`config.mk`:
```
export PLATFORM = sky130hd
export DESIGN_NAME = path_arbiter_flat
export DESIGN_NICKNAME = d
export VERILOG_FILES = /design/src/rtl/path_arbiter_if.sv /design/src/rtl/path_arbiter.sv /design/src/flat_wrapper.sv
export SDC_FILE = /design/constraint.sdc
export NUM_CORES = 1
export LEC_CHECK = 0
export CORE_MARGIN = 3
export CORE_UTILIZATION = 45
export CTS_CLUSTER_DIAMETER = 30
export DETAILED_ROUTE_END_ITERATION = 8
export MAX_ROUTING_LAYER = met4
export PLACE_DENSITY_LB_ADDON = 0.08
export SYNTH_ARGS = -nofsm -noshare
export SYNTH_HDL_FRONTEND = slang
export SYNTH_SLANG_ARGS = --single-unit
```
`constraint.sdc`:
```
create_clock -name clk -period 4.2 [get_ports clk]
set_input_delay 0.42 -clock clk [delete_from_list [all_inputs] [get_ports clk]]
set_output_delay 0.42 -clock clk [all_outputs]
set_load 0.03 [all_outputs]
```
`src/rtl/path_arbiter_if.sv`:
```
// Handshake bundle between the path bank, the arbiter and the consumer.
// Arbiter side is the slave modport; the environment drives the master.
interface path_arbiter_if #(
  parameter int DWIDTH = 8,
  parameter int NPORTS = 4
);
  localparam int IDW = (NPORTS > 1) ? $clog2(NPORTS) : 1;

  logic                     enable_i;
  logic [NPORTS-1:0]        req_i;
  logic [NPORTS*DWIDTH-1:0] data_i;
  logic [NPORTS-1:0]        gnt_o;
  logic                     ready_i;
  logic                     valid_o;
  logic [DWIDTH-1:0]        data_o;
  logic [IDW-1:0]           grant_id_o;
  logic                     busy_o;

  modport slave (
    input  enable_i, req_i, data_i, ready_i,
    output gnt_o, valid_o, data_o,
    output grant_id_o, busy_o
  );

  modport master (
    output enable_i, req_i, data_i, ready_i,
    input  gnt_o, valid_o, data_o,
    input  grant_id_o, busy_o
  );
endinterface

```
`src/rtl/path_arbiter.sv`:
```
// Round-robin arbiter with bounded bursts and a registered
// valid/ready output stage fed by the winning path.
module path_arbiter #(
  parameter int DWIDTH = 8,
  parameter int NPORTS = 4,
  parameter int BURST  = 4
) (
  input logic           clk,
  input logic           rst,
  path_arbiter_if.slave bus
);
  localparam int IDW = (NPORTS > 1) ? $clog2(NPORTS) : 1;
  localparam int CW  = $clog2(BURST + 1);

  typedef enum logic {IDLE, LOCK} state_t;

  state_t            state;
  logic [IDW-1:0]    rr_ptr;
  logic [IDW-1:0]    owner;
  logic [CW-1:0]     cnt;
  logic              valid;
  logic [DWIDTH-1:0] data;
  logic [IDW-1:0]    grant_id;

  logic              can_issue;
  logic              found;
  logic [IDW-1:0]    win;
  logic [IDW-1:0]    gidx;
  logic [NPORTS-1:0] gnt;
  logic [DWIDTH-1:0] wdata;

  function automatic logic [IDW-1:0] inc(
    input logic [IDW-1:0] p
  );
    return (p == IDW'(NPORTS - 1)) ? '0 : p + 1'b1;
  endfunction

  assign can_issue = bus.enable_i &&
                     (!valid || bus.ready_i);

  always_comb begin
    found = 1'b0;
    win   = '0;
    for (int i = 0; i < NPORTS; i++) begin
      if (!found &&
          bus.req_i[(int'(rr_ptr) + i) % NPORTS]) begin
        found = 1'b1;
        win   = IDW'((int'(rr_ptr) + i) % NPORTS);
      end
    end
  end

  always_comb begin
    gnt  = '0;
    gidx = owner;
    unique case (1'b1)
      !rst && state == IDLE &&
      can_issue && found: begin
        gnt[win] = 1'b1;
        gidx     = win;
      end
      !rst && state == LOCK &&
      bus.req_i[owner] && can_issue: begin
        gnt[owner] = 1'b1;
      end
      default: ;
    endcase
  end

  always_comb begin
    wdata = '0;
    for (int k = 0; k < NPORTS; k++) begin
      if (gnt[k]) wdata = bus.data_i[k*DWIDTH +: DWIDTH];
    end
  end

  always_ff @(posedge clk) begin
    if (rst) begin
      state    <= IDLE;
      rr_ptr   <= '0;
      owner    <= '0;
      cnt      <= '0;
      valid    <= 1'b0;
      data     <= '0;
      grant_id <= '0;
    end else begin
      if (|gnt) begin
        valid    <= 1'b1;
        data     <= wdata;
        grant_id <= gidx;
      end else if (bus.ready_i) begin
        valid    <= 1'b0;
      end
      case (state)
        IDLE: begin
          if (|gnt) begin
            owner <= win;
            cnt   <= CW'(1);
            if (BURST == 1) rr_ptr <= inc(win);
            else            state  <= LOCK;
          end
        end
        LOCK: begin
          // owner dropping its request costs one idle cycle
          if (!bus.req_i[owner]) begin
            state  <= IDLE;
            rr_ptr <= inc(owner);
          end else if (can_issue) begin
            cnt <= cnt + 1'b1;
            if (cnt + 1'b1 == CW'(BURST)) begin
              state  <= IDLE;
              rr_ptr <= inc(owner);
            end
          end
        end
        default: state <= IDLE;
      endcase
    end
  end

  assign bus.gnt_o      = gnt;
  assign bus.valid_o    = valid;
  assign bus.data_o     = data;
  assign bus.grant_id_o = grant_id;
  assign bus.busy_o     = (state == LOCK);
endmodule
```
`src/flat_wrapper.sv`:
```
// flat-port wrapper written by rule: the top's interface ports become plain ports
module path_arbiter_flat 
#(
  parameter int DWIDTH = 8,
  parameter int NPORTS = 4,
  parameter int BURST  = 4
)
  (clk, rst, bus_enable_i, bus_req_i, bus_data_i, bus_ready_i, bus_gnt_o, bus_valid_o, bus_data_o, bus_grant_id_o, bus_busy_o);
  path_arbiter_if #(.DWIDTH(DWIDTH), .NPORTS(NPORTS)) bus_i ();
  input logic clk;
  input logic rst;
  input wire logic [$bits(bus_i.enable_i)-1:0] bus_enable_i;
  input wire logic [$bits(bus_i.req_i)-1:0] bus_req_i;
  input wire logic [$bits(bus_i.data_i)-1:0] bus_data_i;
  input wire logic [$bits(bus_i.ready_i)-1:0] bus_ready_i;
  output wire logic [$bits(bus_i.gnt_o)-1:0] bus_gnt_o;
  output wire logic [$bits(bus_i.valid_o)-1:0] bus_valid_o;
  output wire logic [$bits(bus_i.data_o)-1:0] bus_data_o;
  output wire logic [$bits(bus_i.grant_id_o)-1:0] bus_grant_id_o;
  output wire logic [$bits(bus_i.busy_o)-1:0] bus_busy_o;
  assign bus_i.enable_i = bus_enable_i;
  assign bus_i.req_i = bus_req_i;
  assign bus_i.data_i = bus_data_i;
  assign bus_i.ready_i = bus_ready_i;
  assign bus_gnt_o = bus_i.gnt_o;
  assign bus_valid_o = bus_i.valid_o;
  assign bus_data_o = bus_i.data_o;
  assign bus_grant_id_o = bus_i.grant_id_o;
  assign bus_busy_o = bus_i.busy_o;
  path_arbiter #(.DWIDTH(DWIDTH), .NPORTS(NPORTS), .BURST(BURST)) u_core (.clk(clk), .rst(rst), .bus(bus_i));
endmodule
```
# After elaboration in Yosys (flattened, before gate mapping)
# Cells that the tools add are included.
dict set report op_classes {
  n_div 0
  multipliers 0
  bitwise 4
  n_lt_le_gt_ge 8
  muxes 46
  add_sub_neg 5
  shifts 0
  eq_ne 7
  n_reduce_logical 26
}
# cell n
set ops {}
lappend ops {{2-to-1 mux 8 bit} 4}
lappend ops {{2-to-1 mux 1 bit} 20}
lappend ops {{2-to-1 mux 2 bit} 9}
lappend ops {{logical AND 1 bit} 12}
lappend ops {{< comparator 3 x 4 -> 1 bit (second input constant)} 3}
lappend ops {{binary-select mux 1 bit (select 2 bit)} 5}
lappend ops {{< comparator 2 x 3 -> 1 bit (second input constant)} 3}
lappend ops {{2-to-1 mux 3 bit} 3}
lappend ops {{!= test 2 bit (second input constant)} 4}
lappend ops {{case mux 4 bit (2 select lines)} 1}
lappend ops {{case mux 3 bit (2 select lines)} 1}
lappend ops {{AND reduction 3 bit} 2}
lappend ops {{OR reduction 2 bit} 3}
lappend ops {{logical NOT 1 bit} 5}
lappend ops {{adder 2 x 1 -> 2 bit (second input constant)} 2}
lappend ops {{adder 2 bit (second input constant)} 2}
lappend ops {{demux 1 bit (select 2 bit)} 2}
lappend ops {{>= comparator 2 x 1 -> 1 bit (second input constant)} 2}
lappend ops {{OR reduction 4 bit} 1}
lappend ops {{adder 3 x 1 -> 3 bit (second input constant)} 1}
lappend ops {{bitwise AND 1 bit (first input constant)} 3}
lappend ops {{== test 3 bit (second input constant)} 1}
lappend ops {{== test 2 bit (second input constant)} 1}
lappend ops {{!= test 2 x 1 -> 1 bit (second input constant)} 1}
lappend ops {{5 further kinds} 5}
dict set report totals {
  mem_bits_ro 0
  input_bits 40
  out_inout_bits 16
  wordCells 103
  latchBits 0
  regBits 19
  memories 0
  ramBits 0
}

# Logic depth before layout (Yosys ltp)
dict set report logic_depth {
  depth_word 23
  mapped_depth 9
  ltp_nobuf 8
}

# Worst setup path after synthesis
# No wires, ideal clock.
dict set report synth_timing {
  path_kind {register to register}
  startpoint {register u_core.owner[0]}
  endpoint {register u_core.data[0], in the netlist u_core.bus.data_o[0]}
  setup_time_ns 0.144
  period_less_slack_ns 2.592
  required_ns 4.056
  slack_ns 1.608
  n_path_buf 1
  stages_incl_launch_ff 10
  t_arrival_ns 2.448
  path_cell_list {dfxtp_1 > mux4_2 > nand4_2 > nor2_2 > a32oi_4 > inv_2 > or4_4 > buf_6 > nor2_1 > a311oi_2}
}
dict set report synth_between {
  elab_cells_between_ends 15
  cone_classes {order compare: 2; mux: 9; reduce/logical: 4}
}
# item line
set synth_rtl {}
lappend synth_rtl {{from (decl)} path_arbiter.sv:19} ;# logic [IDW-1:0] owner;
lappend synth_rtl {{from (signal assigned)} path_arbiter.sv:97} ;# owner <= win;
lappend synth_rtl {{< comparator 2 x 3 -> 1 bit (not written as such) (tied with other cells)} path_arbiter.sv:64} ;# gnt[owner] = 1'b1;
lappend synth_rtl {{logical AND 1 bit (not written as such) / 2-to-1 mux 1 bit (equally long branches)} {path_arbiter.sv:64, path_arbiter.sv:63}}
lappend synth_rtl {{2-to-1 mux 1 bit (not written as such) / logical AND 1 bit (equally long branches)} {path_arbiter.sv:64, path_arbiter.sv:62}}
lappend synth_rtl {{demux 1 bit (select 2 bit) / logical AND 1 bit (equally long branches)} n/a}
lappend synth_rtl {{case mux 4 bit (2 select lines) *} path_arbiter.sv:56} ;# unique case (1'b1)
lappend synth_rtl {{net bus_gnt_o[2]} flat_wrapper.sv:16} ;# output wire logic [$bits(bus_i.gnt_o)-1:0] bus_gnt_o;
lappend synth_rtl {{2-to-1 mux 8 bit (2 in series)} path_arbiter.sv:73} ;# if (gnt[k]) wdata = bus.data_i[k*DWIDTH +: DWIDTH];
lappend synth_rtl {{to (signal assigned)} path_arbiter.sv:89} ;# data <= wdata;
lappend synth_rtl {{to (decl)} path_arbiter.sv:22} ;# logic [DWIDTH-1:0] data;
# The timed path passes the listed nets; every way through them passes the cells marked *. The select of a mux whose other input is x is not followed.
# A chain may end at the register's enable or synchronous reset.

# Final worst setup path
dict set report layout_timing {
  startpoint {input port bus_req_i[3]}
  endpoint {output port bus_gnt_o[0]}
}
dict set report layout_between {
  elab_chain_len 17
  elab_cells_between_ends 36
  cone_classes {order compare: 2; mux: 24; reduce/logical: 10}
}
# item line
set layout_rtl {}
lappend layout_rtl {{from (decl)} flat_wrapper.sv:13} ;# input wire logic [$bits(bus_i.req_i)-1:0] bus_req_i;
lappend layout_rtl {{binary-select mux 1 bit (select 2 bit)} path_arbiter.sv:46} ;# bus.req_i[(int'(rr_ptr) + i) % NPORTS]) begin
lappend layout_rtl {{2-to-1 mux 1 bit (not written as such)} path_arbiter.sv:46}
lappend layout_rtl {{2-to-1 mux 1 bit} path_arbiter.sv:45} ;# if (!found &&
lappend layout_rtl {{logical NOT 1 bit} path_arbiter.sv:45}
lappend layout_rtl {{logical AND 1 bit} path_arbiter.sv:45}
lappend layout_rtl {{2-to-1 mux 1 bit} path_arbiter.sv:45}
lappend layout_rtl {{logical NOT 1 bit} path_arbiter.sv:45}
lappend layout_rtl {{logical AND 1 bit} path_arbiter.sv:45}
lappend layout_rtl {{2-to-1 mux 1 bit} path_arbiter.sv:45}
lappend layout_rtl {{logical NOT 1 bit} path_arbiter.sv:45}
lappend layout_rtl {{logical AND 1 bit} path_arbiter.sv:45}
lappend layout_rtl {{2-to-1 mux 2 bit} path_arbiter.sv:45}
lappend layout_rtl {{< comparator 2 x 3 -> 1 bit (not written as such) / >= comparator 2 x 1 -> 1 bit (equally long branches)} path_arbiter.sv:59} ;# gnt[win] = 1'b1;
lappend layout_rtl {{logical AND 1 bit (not written as such)} path_arbiter.sv:59}
lappend layout_rtl {{2-to-1 mux 1 bit (not written as such)} path_arbiter.sv:59}
lappend layout_rtl {{demux 1 bit (select 2 bit)} n/a}
lappend layout_rtl {{case mux 4 bit (2 select lines) *} path_arbiter.sv:56}
lappend layout_rtl {{to (decl)} flat_wrapper.sv:16}
# Mark *: on every way between the ends. The rest lies on a longest branch, timed or not. The select of a mux whose other input is x is not followed.

==> out/metrics.yaml <==
hold_class: "flop to flop"
insertion_delay_ns: 0.32
numCtsBuffers: 3
clockRootBuffer: "clkbuf_4"
coreArea_sq_mm: 0.00261
place_inst: 233
clock_skew_ns: 0.00709
placed_cell_area_sq_mm: 0.00188
fin_crit_sh_pct: 78.9
required_ns: 3.78
die_h_microns: 60.0
multi_input_area_sq_um: 865
synth.net_count: 198
yosysWarnings: 0
diodes: 0
cellLeakagePower_uw: 0.000684
fmax_mhz: 302
post-dp-hpwl_microns: 2860
vias: 1359
fillers: 216
layout-drive-gt1-share_pct: 13.5
clkTransAtPathRegs_ns: 0.11
fin_ws_ns: 0.884
post-cts-setup-buffers: 0
power_density_mw_per_mm2: 280
grt.total_usage_pct: 21.8
maxCapViolations: 0
worst_slew_pin_slew_ns: 0.371
wl_microns: 3590
synth_area_sq_mm: 0.00131
slew_violations: 0
setup_viol: 0
die-area_sq_mm: 0.00360
clockBufferDepth: 2
drc_errors: 0
grt_pass1_wl_microns: 5800
yosys_register_bits: 19
antenna_found_initial: 0
crit_type: "input port to output pin"
numClockSinks: 19
grt_max_degree: 23
drt_iter0_markers: 68
rsz0062_at_grt: "false"
synthToLayoutAreaGrowth_pct: 45.6
pin_count: 56
status: "finished, final reports clean"
worstSetupStartpointType: "input port"
gr-total-overflow: 0
ctsHoldBuffers: 0
start_util_pct: 50.2
tritoncts: "built"
relSlewSlack_pct: 75.0
dr.pass1.iters: 4
post-place-ws_ns: 0.894
tns_ns: 0
layout_common_cells: "55 x clkdlybuf4s50_1, 26 x nor2_1, 19 x dfxtp_1, 15 x nand2_1, 13 x a21oi_1"
cts.htree.levels: 1
postSynthCellCount: 152
nNetsFinal: 254
die_w_microns: 60.0
cp_data_arrival_time_ns: 2.90
path_max_fanout: 10
synth-seq-area-share_pct: 29.0
ir_drop_mv: 0.277
cts_resized: 0
wire_per_inst_microns: 15.2
power_uw: 535
ys_types: 41
grt_pass1_vias: 1374
postSynthAreaPerCell_sq_um: 8.63
vias_per_cell: 5.73
design_area_sq_mm: 0.00191
final_antenna_net_count: 0
period_minus_slack_ns: 3.32
gp_congestion: 0.894
hold_viol: 0
port_buffers: 55
placementRows: 18
final_common_cell: "clkdlybuf4s50_1"
worstSetupEndpointType: "output pin"
stdcell_count: 237
regArea_sq_um: 380
-- routing by layer --
| metal | global-route usage [%] | vias to the layer above | routed length [microns] |
|---|---|---|---|
| met5 | - | - | 0 |
| met2 | 38.1 | 55 | 1860 |
| met4 | 8.86 | 0 | 56 |
| met1 | 22.8 | 628 | 1410 |
| met3 | 6.26 | 9 | 269 |
| li1 | - | 667 | - |
-- final cells by class --
type                            instances  area share (%)
Clock buffer                            3            1.18
Clock inverter                          1           0.393
Timing Repair Buffer                   58            30.0
Tap cell                               30            1.96
Inverter                                6            1.31
Sequential cell                        19            19.9
Multi-Input combinational cell        120            45.3
-- where the power goes --
group / total [uW] / internal [uW] / leakage, uW / switching (uW)
clock: 101 / 36.4 / 0.0000139 / 65.0
sequential: 214 / 199 / 0.000155 / 15.0
combinational: 219 / 106 / 0.000515 / 113
-- cell families (layout without fill, tap and decap cells) --
family / count (synthesis) / in the layout / share of synthesized area, %
AOI/OAI and AO/OA: 43 / 43 / 31.2
xor gates and xnor gates: 1 / 1 / 0.667
adders and majority gates: 6 / 6 / 5.72
buffers and inverters: 13 / 68 / 5.15
DFF: 19 / 19 / 29.0
muxes: 4 / 4 / 4.00
and+or+nand+nor: 66 / 66 / 24.3
-- critical path: stages --
cell,delay [ns]
clkdlybuf4s50_1,0.57
mux4_2,0.30
nand4_2,0.15
nor2_2,0.29
a32o_1,0.41
clkdlybuf4s50_1,0.75
-- path summary, 6_finish.rpt --
| check | from | slack, ns | endpoint | depth (start not counted) |
|---|---|---|---|---|
| setup reg to reg | u_core.owner[0] | 1.37 | u_core.bus.data_o[5] | 8 |
| hold reg to reg | u_core.rr_ptr[0] | 0.48 | u_core.rr_ptr[0] | 2 |
| setup / recovery | bus_req_i[3] | 0.88 | bus_gnt_o[0] | 6 |
| hold / removal | u_core.rr_ptr[0] | 0.48 | u_core.rr_ptr[0] | 2 |
-- cell usage after synthesis (all sizes together) --
cell type | number | area [sq um]
o22ai | 1 | 6.26
nand3 | 8 | 40.0
nand2 | 15 | 56.3
nor3 | 2 | 10.0
clkbuf | 4 | 15.0
buf | 3 | 27.5
nor3b | 1 | 7.51
nand2b | 1 | 6.26
mux2i | 3 | 30.0
nor2 | 27 | 104
a21oi | 13 | 65.1
a32o | 1 | 10.0
a22o | 1 | 8.76
o21bai | 1 | 7.51
o21ba | 1 | 10.0
ha | 6 | 75.1
nor2b | 4 | 25.0
o21ai | 1 | 5.00
a211o | 9 | 78.8
xor2 | 1 | 8.76
a311oi | 8 | 120
and3 | 1 | 6.26
a32oi | 1 | 27.5
and4 | 1 | 8.76
inv | 6 | 25.0
o2111ai | 1 | 8.76
a211oi | 4 | 40.0
mux4 | 1 | 22.5
nand4 | 1 | 12.5
nor4 | 2 | 18.8
dfxtp | 19 | 380
a22oi | 1 | 21.3
and2 | 1 | 6.26
or3 | 1 | 6.26
or4 | 1 | 11.3
-- state kept, by name (all words and copies together), names as in the netlist --
name and flops:
u_core.bus.valid_o 1, u_core.rr_ptr 2, u_core.bus.grant_id_o 2, u_core.cnt 3
u_core.bus.busy_o 1, u_core.owner 2, u_core.bus.data_o 8
-- metrics by stage --
step                      hold slack (ns)  util (%)
after global routing                0.516      73.1
after floorplan                     0.446         -
after global placement              0.462      72.0
final                               0.484      73.1
after detailed placement            0.471      72.0
after CTS                           0.487      73.1
(Power assumes the default switching activity.)
